==> src/rtl/traffic_pkg.sv <==
// Shared encodings and default timing for the intersection sequencer.
package traffic_pkg;

   // Light bus encoding; code 3 is never driven.
   typedef enum logic [1:0] {
      RED    = 2'd0,
      YELLOW = 2'd1,
      GREEN  = 2'd2
   } light_t;

   // Scheduler state codes, also exported on the phase debug bus. Code 7 is unused.
   typedef enum logic [2:0] {
      HWY_GREEN    = 3'd0,
      HWY_YELLOW   = 3'd1,
      ALL_RED1     = 3'd2,
      CNTRY_GREEN  = 3'd3,
      CNTRY_YELLOW = 3'd4,
      ALL_RED2     = 3'd5,
      PED_WALK     = 3'd6
   } state_t;

   // Default phase durations in clock cycles.
   localparam int unsigned DEF_HWY_MIN_GREEN   = 8;
   localparam int unsigned DEF_YEL_TIME        = 3;
   localparam int unsigned DEF_ALLRED_TIME     = 2;
   localparam int unsigned DEF_CNTRY_MAX_GREEN = 6;
   localparam int unsigned DEF_WALK_TIME       = 5;
   localparam int unsigned DEF_CNT_W           = 4;

   typedef struct packed {
      light_t hwy;
      light_t cntry;
      logic   walk;
   } lights_t;

   // Light pattern shown in each state; anything unrecognised shows all red.
   function automatic lights_t state_lights(input state_t s);
      lights_t l;
      l.hwy   = RED;
      l.cntry = RED;
      l.walk  = 1'b0;
      case (s)
         HWY_GREEN:    l.hwy   = GREEN;
         HWY_YELLOW:   l.hwy   = YELLOW;
         CNTRY_GREEN:  l.cntry = GREEN;
         CNTRY_YELLOW: l.cntry = YELLOW;
         PED_WALK:     l.walk  = 1'b1;
         default:      ;
      endcase
      return l;
   endfunction

endpackage

==> src/rtl/phase_timer.sv <==
// Per-phase cycle counter: sync clear on phase change, optional saturation at the
// terminal count, and a terminal flag that is true on the last cycle of a D-cycle phase.
module phase_timer #(
   parameter int unsigned CNT_W = 4
) (
   input  logic             clk,
   input  logic             clear,
   input  logic             sclr,
   input  logic             sat_en,
   input  logic [CNT_W-1:0] dur,
   output logic [CNT_W-1:0] count,
   output logic             term
);

   logic [CNT_W-1:0] count_q;

   assign count = count_q;
   assign term  = (count_q == (dur - 1'b1));

   // Count up each cycle; restart on phase change, hold at terminal when saturating.
   always_ff @(posedge clk or negedge clear) begin
      if (!clear) begin
         count_q <= '0;
      end else if (sclr) begin
         count_q <= '0;
      end else if (!(sat_en && term)) begin
         count_q <= count_q + 1'b1;
      end
   end

endmodule

==> src/rtl/traffic_phase_scheduler.sv <==
// Intersection sequencer: highway/country lights with programmable phase lengths,
// all-red clearance between conflicting greens and a latched pedestrian walk request.
module traffic_phase_scheduler
   import traffic_pkg::*;
#(
   parameter int unsigned HWY_MIN_GREEN   = DEF_HWY_MIN_GREEN,
   parameter int unsigned YEL_TIME        = DEF_YEL_TIME,
   parameter int unsigned ALLRED_TIME     = DEF_ALLRED_TIME,
   parameter int unsigned CNTRY_MAX_GREEN = DEF_CNTRY_MAX_GREEN,
   parameter int unsigned WALK_TIME       = DEF_WALK_TIME,
   parameter int unsigned CNT_W           = DEF_CNT_W
) (
   input  logic       clk,
   input  logic       clear,
   input  logic       x,
   input  logic       ped_req,
   output logic       ped_ack,
   output logic       walk,
   output logic [1:0] hwy,
   output logic [1:0] cntry,
   output logic [2:0] phase
);

   state_t           state_q;
   state_t           state_d;
   logic             ped_pending;
   logic             ped_ack_q;
   logic             enter_walk;
   logic [CNT_W-1:0] dur;
   logic [CNT_W-1:0] count;
   logic             term;
   logic             sclr;
   logic             sat_en;
   lights_t          lights;

   // Duration of the current phase, fed to the timer's terminal compare.
   always_comb begin
      dur = CNT_W'(1);
      case (state_q)
         HWY_GREEN:    dur = CNT_W'(HWY_MIN_GREEN);
         HWY_YELLOW:   dur = CNT_W'(YEL_TIME);
         ALL_RED1:     dur = CNT_W'(ALLRED_TIME);
         CNTRY_GREEN:  dur = CNT_W'(CNTRY_MAX_GREEN);
         CNTRY_YELLOW: dur = CNT_W'(YEL_TIME);
         ALL_RED2:     dur = CNT_W'(ALLRED_TIME);
         PED_WALK:     dur = CNT_W'(WALK_TIME);
         default:      dur = CNT_W'(1);
      endcase
   end

   // Highway green may last indefinitely, so its timer parks at the minimum.
   assign sat_en = (state_q == HWY_GREEN);
   assign sclr   = (state_d != state_q);

   phase_timer #(
      .CNT_W (CNT_W)
   ) u_timer (
      .clk    (clk),
      .clear  (clear),
      .sclr   (sclr),
      .sat_en (sat_en),
      .dur    (dur),
      .count  (count),
      .term   (term)
   );

   // Next-state: country car outranks a waiting pedestrian at the first all-red.
   always_comb begin
      state_d = state_q;
      case (state_q)
         HWY_GREEN: begin
            if (term && (x || ped_pending)) state_d = HWY_YELLOW;
         end
         HWY_YELLOW: begin
            if (term) state_d = ALL_RED1;
         end
         ALL_RED1: begin
            if (term) begin
               if (x)                state_d = CNTRY_GREEN;
               else if (ped_pending) state_d = PED_WALK;
               else                  state_d = HWY_GREEN;
            end
         end
         CNTRY_GREEN: begin
            if (!x || term) state_d = CNTRY_YELLOW;
         end
         CNTRY_YELLOW: begin
            if (term) state_d = ALL_RED2;
         end
         ALL_RED2: begin
            if (term) state_d = ped_pending ? PED_WALK : HWY_GREEN;
         end
         PED_WALK: begin
            if (term) state_d = HWY_GREEN;
         end
         default: state_d = HWY_GREEN;
      endcase
   end

   assign enter_walk = (state_d == PED_WALK) && (state_q != PED_WALK);

   // State register; the unused code falls back to highway green via state_d.
   always_ff @(posedge clk or negedge clear) begin
      if (!clear) begin
         state_q <= HWY_GREEN;
      end else begin
         state_q <= state_d;
      end
   end

   // Pedestrian latch: serving the walk wins over a request arriving on the same edge.
   always_ff @(posedge clk or negedge clear) begin
      if (!clear) begin
         ped_pending <= 1'b0;
         ped_ack_q   <= 1'b0;
      end else begin
         ped_ack_q <= enter_walk;
         if (enter_walk) begin
            ped_pending <= 1'b0;
         end else if (ped_req && (state_q != PED_WALK)) begin
            ped_pending <= 1'b1;
         end
      end
   end

   // Moore decode of the light buses from the registered state.
   always_comb begin
      lights = state_lights(state_q);
      hwy    = lights.hwy;
      cntry  = lights.cntry;
      walk   = lights.walk;
      phase  = state_q;
   end

   assign ped_ack = ped_ack_q;

endmodule

==> config.mk <==
export PLATFORM = sky130hd
export DESIGN_NAME = traffic_phase_scheduler
export DESIGN_NICKNAME = d
export VERILOG_FILES = /design/src/rtl/traffic_pkg.sv /design/src/rtl/phase_timer.sv /design/src/rtl/traffic_phase_scheduler.sv
export SDC_FILE = /design/constraint.sdc
export NUM_CORES = 1
export LEC_CHECK = 0
export ABC_AREA = 1
export BUFFER_PORTS_ARGS = -buffer_cell sky130_fd_sc_hd__buf_2
export CORE_ASPECT_RATIO = 0.7
export CORE_MARGIN = 5
export CORE_UTILIZATION = 38
export CTS_BUF_LIST = sky130_fd_sc_hd__clkbuf_8
export DETAILED_ROUTE_END_ITERATION = 10
export PLACE_DENSITY = 0.66
export SKIP_CTS_REPAIR_TIMING = 1
export SLEW_MARGIN = 5
export SYNTH_ARGS = -nofsm -noshare
export SYNTH_HDL_FRONTEND = slang
export SYNTH_SLANG_ARGS = --single-unit
==> constraint.sdc <==
create_clock -name clk -period 3.1 [get_ports clk]
set_clock_uncertainty 0.2 [all_clocks]
set_input_delay 0.31 -clock clk [delete_from_list [all_inputs] [get_ports clk]]
set_output_delay 0.31 -clock clk [all_outputs]
set_load 0.02 [all_outputs]
==> out/summary.log, run 1 <==
[yosys] cell taking the most area after synthesis dfrtp_1
[job] number of maximum-capacitance violations 0
[clock_tree] clock edge transition at the registers on the reported setup and hold paths 0.05 ns
[yosys] distinct cell type count after synthesis 25
[layout] Core Util, Final 0.470
[grt] first-pass GRT wire length 3050 µm
[critical_path] kind of start point of the critical path flip-flop
[critical_path] critical path start-end classification flip-flop to flip-flop
[detailed_routing] number of detailed-routing iterations run before antenna repair 4
[critical_path] Crit Path Max Fanout 11
[detailed_routing] 1st-iter DRT viols 23
[critical_path] highest-delay cell along the critical path dfrtp_1
[critical_path] internal reg-to-reg setup slack 0.38 ns
[critical_path] worst r2r dst u_timer.count[0]
[power_and_ir_drop] Max IR drop VDD 518 µV
[critical_path] CP Depth 14
[die] area enclosed by the die boundary 2970 µm²
[yosys] Mapped Area 747 µm²
[grt] combined global-route utilization of all metal layers 0.135
[grt] most congested layer reported by global routing met2
[critical_path] r2r startpoint phase[2]
[critical_path] Arr. time, crit path 2.64 ns
[layout] area added between synthesis and finish 17.8%
[timing] Setup-failing EPs final 0
[layout] post-route cell area 880 µm²
[clock_tree] clock tree from TritonCTS yes
[place] half-perimeter wire length of the detailed placement result 1420 µm
[timing] transition at the pin with the smallest max-transition slack 0.343 ns
[die] Initial Utilization 0.399
[grt] grt total ovfl 0
[layout] final antenna diode count 0
[place] instance count after placement with tap cells included 145
[detailed_routing] via/cell ratio 4.95
[outcome] run status completed
[timing] Final Hold Violating Endpoints 0
[detailed_routing] final routed wirelength across all metal layers 1790 µm
[power_and_ir_drop] power density over the cells 1190 nW/µm²
[critical_path] highest cell delay on the worst timing path 0.49 ns
[layout] commonest non-fill, non-tap cell in the layout nand2_1
[layout] most frequent cells in the layout nand2_1, nor2_1, inv_1, buf_2, dfrtp_1
[clock_tree] total clock sinks 9
[yosys] cell count after synthesis 112
[grt] global routing usage on met3 0.0335
[yosys] sequential fraction of the synthesis area 0.302
[place] Post-Place Cell Area 823 µm²
[detailed_routing] detailed-route DRC error count 0
[grt] met2 global-route usage 0.190
[die] Die Span Y 47.1 µm
[timing] Setup Total Neg Slack 0 ns
[yosys] mean cell area of the mapped netlist 6.67 µm²
[critical_path] Worst Reg2Reg Path Length in Cells 14
[grt] number of antenna violations at the first check in global routing 0
[layout] number of filler instances in the final layout 199
[critical_path] critical path endpoint u_timer.count[0]
[clock_tree] depth of the CTS H-tree 1
[yosys] number of storage elements in the synthesis netlist 9
[timing] FMAX 368 MHz
[yosys] main area contributors after synthesis dfrtp_1, nand2_1, nor2_1
[detailed_routing] routed wirelength normalized by instance count 11.9 µm
[yosys] yosys warns 0
[clock_tree] cell chosen for the clock root clkbuf_8
[place] Post-Place Setup Slack 0.396 ns
[grt] number of global-route vias before repair 685
[grt] maximum number of pins on one net before global-route repair 12
[timing] worst hold slack 0.157 ns
[clock_tree] deepest clock path buffer count 2
[yosys] area share of the largest cell type after synthesis 0.302
[critical_path] critical path required time 3.02 ns
[die] die boundary width 63.0 µm
[critical_path] Bufs and invs on worst path 2
[timing] part of the cycle the worst path needs 0.877
[timing] post-route minimum period 2.72 ns
[critical_path] startpoint of the worst setup timing path phase[2]
[layout] fraction of final layout cells sized beyond drive strength 1 0.250
[die] # rows 13
[yosys] net count of the mapped netlist 118
[critical_path] cell family contributing the most delay on the critical path simple AND/OR/NAND/NOR gates
[critical_path] endpoint class of the critical path flip-flop
[layout] final non-filler cell total 150
[timing] RSZ-0062 raised after global routing false
[die] number of top-level design ports 13
[timing] Max Slew Vio Count 0
[clock_tree] total clock buffers created by CTS 3
[detailed_routing] detailed-route via count 742
[place] RD Place Congestion 0.929
[timing] Rel. slew slack 0.772
[place] input/output buffers 12
[detailed_routing] Detail Route Antenna Nets 0
[clock_tree] source-to-sink clock delay at the later pin of the worst-skew pair 0.24 ns
[critical_path] crit path cell chain inv_2 -> nand3_1 -> nand2_2 -> inv_1 -> ha_1 -> a21oi_1 -> o21a_1 -> nand4_1 -> nor2_1 -> nor2_2 -> nand3_1 -> nand2_1 -> nand3_2 -> nor2_1
[die] Core Footprint 1870 µm²
[grt] met1 demand-to-capacity share in global routing 0.182
[power_and_ir_drop] PnR Total Power 1.05 mW
[power_and_ir_drop] leakage 0.498 nW
[layout] count of nets after finishing 135
[hold_path] kind of path behind the tightest hold check primary input to flip-flop
[timing] smallest setup slack after layout 0.380 ns
==> registers in the layout, indices dropped and copies added (netlist names) <==
signal	flops
u_timer.count	4
ped_pending	1
ped_ack	1
phase	3
==> worst min-delay path by stage <==
stage          startpoint  slack [ns]  cells past startpoint                to
2_1_floorplan       clear       -0.19                      0           ped_ack
3_3_place_gp        clear       -0.03                      1           ped_ack
3_5_place_dp        clear       -0.03                      1  u_timer.count[2]
4_1_cts             clear       -0.28                      1  u_timer.count[2]
5_1_grt           ped_req        0.16                      3       ped_pending
6_report          ped_req        0.16                      3       ped_pending
==> worst reg2reg max path: stages (launching register included) <==
cell	delay [ns]
dfrtp_1	0.49
inv_2	0.14
nand3_1	0.13
nand2_2	0.11
inv_1	0.04
ha_1	0.29
a21oi_1	0.15
o21a_1	0.24
nand4_1	0.22
nor2_1	0.23
nor2_2	0.07
nand3_1	0.08
nand2_1	0.06
nand3_2	0.10
nor2_1	0.05
==> synth_stat cells <==
library cell  number
a21boi_1           1
a21oi_1            4
a31oi_1            1
and3_1             1
buf_6              1
dfrtp_1            9
ha_1               2
inv_1             15
inv_2              4
nand2_1           29
nand2_2            5
nand2_4            1
nand3_1            5
nand3_2            3
nand4_1            4
nor2_1            17
nor2_2             1
nor2_4             1
nor3_1             1
nor3b_2            1
o2111ai_1          1
o21a_1             1
o21ai_0            1
o21ai_1            1
xor2_1             2
==> per-layer routing <==
metal | vias up | wire length (µm)
met1 | 332 | 921
li1 | 385 | -
met2 | 19 | 728
met3 | 6 | 91
met5 | - | 0
met4 | 0 | 44
==> layout make-up <==
type / instances / area (µm²) / area share
clock buffer: 3 / 41.3 / 0.0469
clock inverter: 1 / 5.00 / 0.00569
inverter: 19 / 71.3 / 0.0811
multi-input combinational: 83 / 439 / 0.499
sequential: 9 / 225 / 0.256
tap: 22 / 27.5 / 0.0313
timing repair buffer: 13 / 70.1 / 0.0797
==> cell families after synthesis <==
| kind of cell | count (synthesis) | share of synthesized area |
|---|---|---|
| AO/OA/AOI/OAI | 10 | 0.0804 |
| XOR/XNOR | 2 | 0.0235 |
| adder cells (fa/ha/maj) | 2 | 0.0335 |
| buffers and inverters | 20 | 0.111 |
| flip-flops | 9 | 0.302 |
| AND/OR/NAND/NOR | 69 | 0.451 |
==> power breakdown <==
part / internal (mW) / leakage (nW) / total (mW) / switching, mW
clock network: 0.0879 / 0.0255 / 0.138 / 0.0498
registers: 0.154 / 0.116 / 0.211 / 0.0574
logic: 0.225 / 0.357 / 0.698 / 0.472
total: 0.467 / 0.498 / 1.05 / 0.580
Power figures use the tool's default switching activity.
==> run 2: changes to the inputs <==
Settings changed: REMOVE_ABC_BUFFERS set to 1.
==> run 2 against run 1 <==
Compared with the run above: flip-flop and latch count is the same; critical path type unchanged; fmax is 0.84% higher; largest cell class unchanged; cell count up 0.67%; global-route usage fell by 0.78 points.
==> out/summary.log, run 2 (same netlist as run 1, synthesis figures left out) <==
[layout] fraction of final layout cells sized beyond drive strength 1 0.248 [-0.00194]
[grt] maximum number of pins on one net before global-route repair 10 [-2]
[clock_tree] total clock sinks 9 [unchanged]
[critical_path] critical path required time 3.05 ns [+0.03 ns]
[hold_path] kind of path behind the tightest hold check primary input to flip-flop
[critical_path] Crit Path Max Fanout 7 [-4]
[die] area enclosed by the die boundary 2970 µm² [unchanged]
[timing] RSZ-0062 raised after global routing false
[timing] Setup Total Neg Slack 0 ns [unchanged]
[place] half-perimeter wire length of the detailed placement result 1420 µm [+0.18%]
[layout] final antenna diode count 0 [unchanged]
[clock_tree] depth of the CTS H-tree 1 [unchanged]
[grt] grt total ovfl 0 [unchanged]
[timing] Rel. slew slack 0.822 [+0.0502]
[job] number of maximum-capacitance violations 0 [unchanged]
[die] Initial Utilization 0.399 [unchanged]
[detailed_routing] via/cell ratio 5.11 [+3.2%]
[die] number of top-level design ports 13 [unchanged]
[die] # rows 13 [unchanged]
[grt] combined global-route utilization of all metal layers 0.127 [-0.00776]
[clock_tree] total clock buffers created by CTS 3 [unchanged]
[detailed_routing] detailed-route DRC error count 0 [unchanged]
[clock_tree] source-to-sink clock delay at the later pin of the worst-skew pair 0.23 ns [about the same]
[grt] first-pass GRT wire length 2860 µm [-6.3%]
[timing] Setup-failing EPs final 0 [unchanged]
[timing] worst hold slack 0.200 ns [+0.0428 ns]
[detailed_routing] final routed wirelength across all metal layers 1760 µm [-1.5%]
[clock_tree] cell chosen for the clock root clkbuf_8
[clock_tree] clock edge transition at the registers on the reported setup and hold paths 0.05 ns [about the same]
[die] Die Span Y 47.1 µm [unchanged]
[layout] final non-filler cell total 151 [+0.67%]
[detailed_routing] detailed-route via count 771 [+3.9%]
[critical_path] critical path start-end classification flip-flop to flip-flop
[layout] max reg flops 4 [unchanged]
[detailed_routing] number of detailed-routing iterations run before antenna repair 4 [unchanged]
[timing] part of the cycle the worst path needs 0.870 [-0.00728]
[power_and_ir_drop] power density over the cells 1180 nW/µm² [-0.45%]
[layout] area added between synthesis and finish 18.6%
[timing] transition at the pin with the smallest max-transition slack 0.267 ns [-0.0752 ns]
[clock_tree] deepest clock path buffer count 2 [unchanged]
[power_and_ir_drop] leakage 0.505 nW [+1.3%]
[layout] count of nets after finishing 136 [+0.74%]
[clock_tree] clock tree from TritonCTS yes
[power_and_ir_drop] PnR Total Power 1.05 mW [+0.26%]
[critical_path] Arr. time, crit path 2.65 ns [about the same]
[timing] post-route minimum period 2.70 ns [-0.0226 ns]
[critical_path] endpoint class of the critical path flip-flop
[die] die boundary width 63.0 µm [unchanged]
[detailed_routing] routed wirelength normalized by instance count 11.6 µm [-2.2%]
[place] instance count after placement with tap cells included 146 [+0.69%]
[place] input/output buffers 12 [unchanged]
[die] Core Footprint 1870 µm² [unchanged]
[detailed_routing] 1st-iter DRT viols 54 [+130%]
[grt] number of antenna violations at the first check in global routing 0 [unchanged]
[layout] commonest non-fill, non-tap cell in the layout nand2_1
[timing] Final Hold Violating Endpoints 0 [unchanged]
[detailed_routing] Detail Route Antenna Nets 0 [unchanged]
[outcome] run status completed
[timing] FMAX 371 MHz [+0.84%]
[power_and_ir_drop] Max IR drop VDD 586 µV [+13%]
[place] RD Place Congestion 0.871 [-6.2%]
[critical_path] kind of start point of the critical path flip-flop
[grt] number of global-route vias before repair 631 [-7.9%]
[layout] most frequent cells in the layout nand2_1, nor2_1, inv_1, buf_2, dfrtp_1
[timing] Max Slew Vio Count 0 [unchanged]
run 2: changes by cell type in the layout (fill, tap and decap cells not counted), sizes merged:
| cell | before | now |
|---|---|---|
| buf | 12 | 13 |
| clkinv | 1 | 0 |
| inv | 19 | 20 |
run 2: worst paths after layout:
kind,start,to,slack (ns),depth (start not counted)
min in group asynchronous,clear,phase[0],0.26,2
worst max register to register,phase[1],ped_pending,0.40,14
max in group asynchronous,clear,u_timer.count[1],2.26,2
worst min register to register,u_timer.count[3],u_timer.count[3],0.37,2
worst max-delay path,phase[1],ped_pending,0.40,14
worst min-delay path,ped_req,ped_pending,0.20,3
run 2: through the flow:
step           setup slack (ns)  utilization  area, µm²
6_report                  0.403        0.474        886
5_1_grt                   0.187        0.474        886
4_1_cts                   0.416        0.468        876
3_5_place_dp              0.432        0.444        831
3_3_place_gp              0.471        0.444        831
2_1_floorplan             0.580            -        736
run 2: cell type report:
cell class	count	area, µm²
Clock buffer	3	41.3
Clock inverter	1	3.75
Fill cell	186	985
Inverter	19	71.3
Multi-Input combinational cell	83	439
Sequential cell	9	225
Tap cell	22	27.5
Timing Repair Buffer	14	77.6
run 2: worst max-delay path: stages (launching register included):
cell     delay (ns)
dfrtp_1        0.46
inv_2          0.09
nand2_1        0.13
nand2_2        0.08
nand2_2        0.07
inv_1          0.05
ha_1           0.29
a21oi_1        0.15
o21a_1         0.26
nand4_1        0.22
nor2_1         0.21
nor2_2         0.07
nand2_1        0.12
nor2_1         0.06
a21oi_1        0.15
run 2: metal layers:
metal,GRT usage,vias to the layer above,wire [µm]
li1,-,387,-
met1,0.178,354,873
met2,0.178,25,696
met3,0.0311,5,150
met4,0.0763,0,38
met5,0,-,0
run 2: power by group:
part | switching (mW) | total [mW] | internal [mW] | leakage [nW]
Sequential | 0.0522 | 0.206 | 0.154 | 0.116
Clock | 0.0491 | 0.136 | 0.0865 | 0.0269
Combinational | 0.476 | 0.708 | 0.232 | 0.363
Total | 0.577 | 1.05 | 0.472 | 0.505
==> run 3: changes to the inputs <==
Clock period 3.1 ns to 3.3 ns, I/O delays scaled along.
==> run 3 against run 2 <==
Compared with the run above: utilization fell by 0.40 points; first-iteration DRC count fell by 48%; global-route usage barely moved; register-to-register slack improved by 0.13 ns; clock-buffer cell count did not move; highest routed layer is now met3; critical path type unchanged; sequential share of layout area rose by 0.22 points; via count rose by 1.2%; clock power fell by 12%; die area did not move; non-clock buffer count fell by 1; sequential power fell by 4%; flip-flop and latch count did not move.
==> out/summary.log, run 3 (same netlist as run 1, synthesis figures left out) <==
[place] RD Place Congestion 0.877 [+0.64%]
[clock_tree] total clock buffers created by CTS 3 [unchanged]
[layout] commonest non-fill, non-tap cell in the layout nand2_1
[timing] Final Hold Violating Endpoints 0 [unchanged]
[timing] Setup Total Neg Slack 0 ns [unchanged]
[layout] Core Util, Final 0.470 [-0.00401]
[hold_path] launch point of the worst hold path ped_req
[die] Initial Utilization 0.399 [unchanged]
[layout] count of nets after finishing 135 [-0.74%]
[die] number of top-level design ports 13 [unchanged]
[place] half-perimeter wire length of the detailed placement result 1510 µm [+6.0%]
[timing] part of the cycle the worst path needs 0.840 [-0.0301]
[grt] maximum number of pins on one net before global-route repair 12 [+2]
[timing] Setup-failing EPs final 0 [unchanged]
[power_and_ir_drop] leakage 0.500 nW [-1.0%]
[clock_tree] deepest clock path buffer count 2 [unchanged]
[outcome] run status completed
[critical_path] Crit Path Max Fanout 11 [+4]
[detailed_routing] final routed wirelength across all metal layers 1780 µm [+0.97%]
[layout] most frequent cells in the layout nand2_1, nor2_1, inv_1, buf_2, dfrtp_1
[place] Post-Place Cell Area 823 µm² [-0.90%]
[detailed_routing] 1st-iter DRT viols 28 [-48%]
[die] Core Footprint 1870 µm² [unchanged]
[die] Die Span Y 47.1 µm [unchanged]
[critical_path] critical path start-end classification flip-flop to flip-flop
[job] number of maximum-capacitance violations 0 [unchanged]
[grt] number of global-route vias before repair 692 [+9.7%]
[layout] post-route cell area 878 µm² [-0.85%]
[die] area enclosed by the die boundary 2970 µm² [unchanged]
[critical_path] Arr. time, crit path 2.72 ns [+0.07 ns]
[critical_path] r2r startpoint phase[2]
[layout] fraction of final layout cells sized beyond drive strength 1 0.242 [-0.00587]
[timing] Rel. slew slack 0.774 [-0.0481]
[grt] first-pass GRT wire length 2950 µm [+3.2%]
[layout] final antenna diode count 0 [unchanged]
[place] input/output buffers 12 [unchanged]
[layout] area added between synthesis and finish 17.6%
[layout] number of filler instances in the final layout 200 [+7.5%]
[critical_path] kind of start point of the critical path flip-flop
[clock_tree] cell chosen for the clock root clkbuf_8
[power_and_ir_drop] power density over the cells 1110 nW/µm² [-6.1%]
[layout] final non-filler cell total 150 [-0.66%]
[clock_tree] clock edge transition at the registers on the reported setup and hold paths 0.04 ns [about the same]
[timing] post-route minimum period 2.77 ns [+0.0747 ns]
[critical_path] endpoint class of the critical path flip-flop
[detailed_routing] routed wirelength normalized by instance count 11.8 µm [+1.6%]
[power_and_ir_drop] part of the power in combinational logic 0.675 [about the same]
[power_and_ir_drop] PnR Total Power 0.977 mW [-6.9%]
[critical_path] startpoint of the worst setup timing path phase[2]
[power_and_ir_drop] Internal Dissipation 0.438 mW [-7.1%]
[clock_tree] clock tree from TritonCTS yes
[hold_path] kind of path behind the tightest hold check primary input to flip-flop
[die] die boundary width 63.0 µm [unchanged]
[detailed_routing] detailed-route DRC error count 0 [unchanged]
[place] Post-Place Setup Slack 0.525 ns [+0.0934 ns]
[detailed_routing] via/cell ratio 5.20 [+1.8%]
[timing] transition at the pin with the smallest max-transition slack 0.339 ns [+0.0722 ns]
[grt] combined global-route utilization of all metal layers 0.127 [+0.000134]
[clock_tree] source-to-sink clock delay at the later pin of the worst-skew pair 0.23 ns [about the same]
[power_and_ir_drop] NetSw 0.538 mW [-6.8%]
[power_and_ir_drop] relative contribution of the clock network to total power 0.123 [-0.006]
[place] instance count after placement with tap cells included 145 [-0.68%]
[detailed_routing] Detail Route Antenna Nets 0 [unchanged]
[critical_path] critical path required time 3.25 ns [+0.20 ns]
[power_and_ir_drop] Max IR drop VDD 527 µV [-10%]
[layout] max reg flops 4 [unchanged]
[timing] worst hold slack 0.173 ns [-0.0271 ns]
[clock_tree] depth of the CTS H-tree 1 [unchanged]
[grt] number of antenna violations at the first check in global routing 0 [unchanged]
[grt] grt total ovfl 0 [unchanged]
[timing] smallest setup slack after layout 0.528 ns [+0.125 ns]
[timing] Max Slew Vio Count 0 [unchanged]
[clock_tree] total clock sinks 9 [unchanged]
[timing] FMAX 361 MHz [-2.7%]
[timing] RSZ-0062 raised after global routing false
[die] # rows 13 [unchanged]
[power_and_ir_drop] switching portion of total power 0.551 [+0.000793]
[power_and_ir_drop] register share of total power 0.203 [+0.007]
[detailed_routing] detailed-route via count 780 [+1.2%]
[detailed_routing] number of detailed-routing iterations run before antenna repair 4 [unchanged]
==> run 3: cell types whose count changed in the layout (fill, tap and decap cells not counted), sizes merged <==
cell  change
buf       -1
==> run 3: critical path, cell delays in order (launching register included) <==
cell and delay [ns]:
dfrtp_1 0.49, inv_2 0.14, nand3_1 0.14, nand2_2 0.12
inv_1 0.05, ha_1 0.31, a21oi_1 0.15, o21a_1 0.24
nand3_2 0.16, nand3_2 0.10, nand2_1 0.09, nor2_2 0.11
nand3_1 0.08, nand2_1 0.07, nand3_2 0.11, nor2_1 0.12
==> run 3: power groups by stage <==
stage / Clock [mW] / Combinational (mW) / Sequential, mW
after floorplan: 0 / 0.500 / 0.204
after global placement: 0 / 0.641 / 0.197
after detailed placement: 0 / 0.661 / 0.198
after CTS: 0.125 / 0.663 / 0.197
after global routing: 0.127 / 0.736 / 0.203
final: 0.120 / 0.659 / 0.198
==> run 3: final cells by class <==
| type | instances | area (µm²) | area share |
|---|---|---|---|
| clock inverters | 1 | 3.75 | 0.00427 |
| inverters | 19 | 71.3 | 0.0812 |
| multi-input cells | 83 | 439 | 0.500 |
| flip-flops and latches | 9 | 225 | 0.256 |
| well taps | 22 | 27.5 | 0.0313 |
| repair buffers | 13 | 70.1 | 0.0798 |
| clock buffers | 3 | 41.3 | 0.0470 |
==> run 3: final timing paths <==
check / endpoint / cells past startpoint / slack (ns)
worst max-delay path: u_timer.count[3] / 15 / 0.53
worst min-delay path: ped_pending / 3 / 0.17
worst max register to register: u_timer.count[3] / 15 / 0.53
worst min register to register: u_timer.count[3] / 2 / 0.39
max in group asynchronous: u_timer.count[3] / 2 / 2.45
min in group asynchronous: u_timer.count[2] / 2 / 0.28
==> run 3: layer usage <==
layer,track usage,routed length [µm]
met1,0.174,877
met2,0.196,757
met3,0.0335,140
met4,0.0466,0
met5,0,0
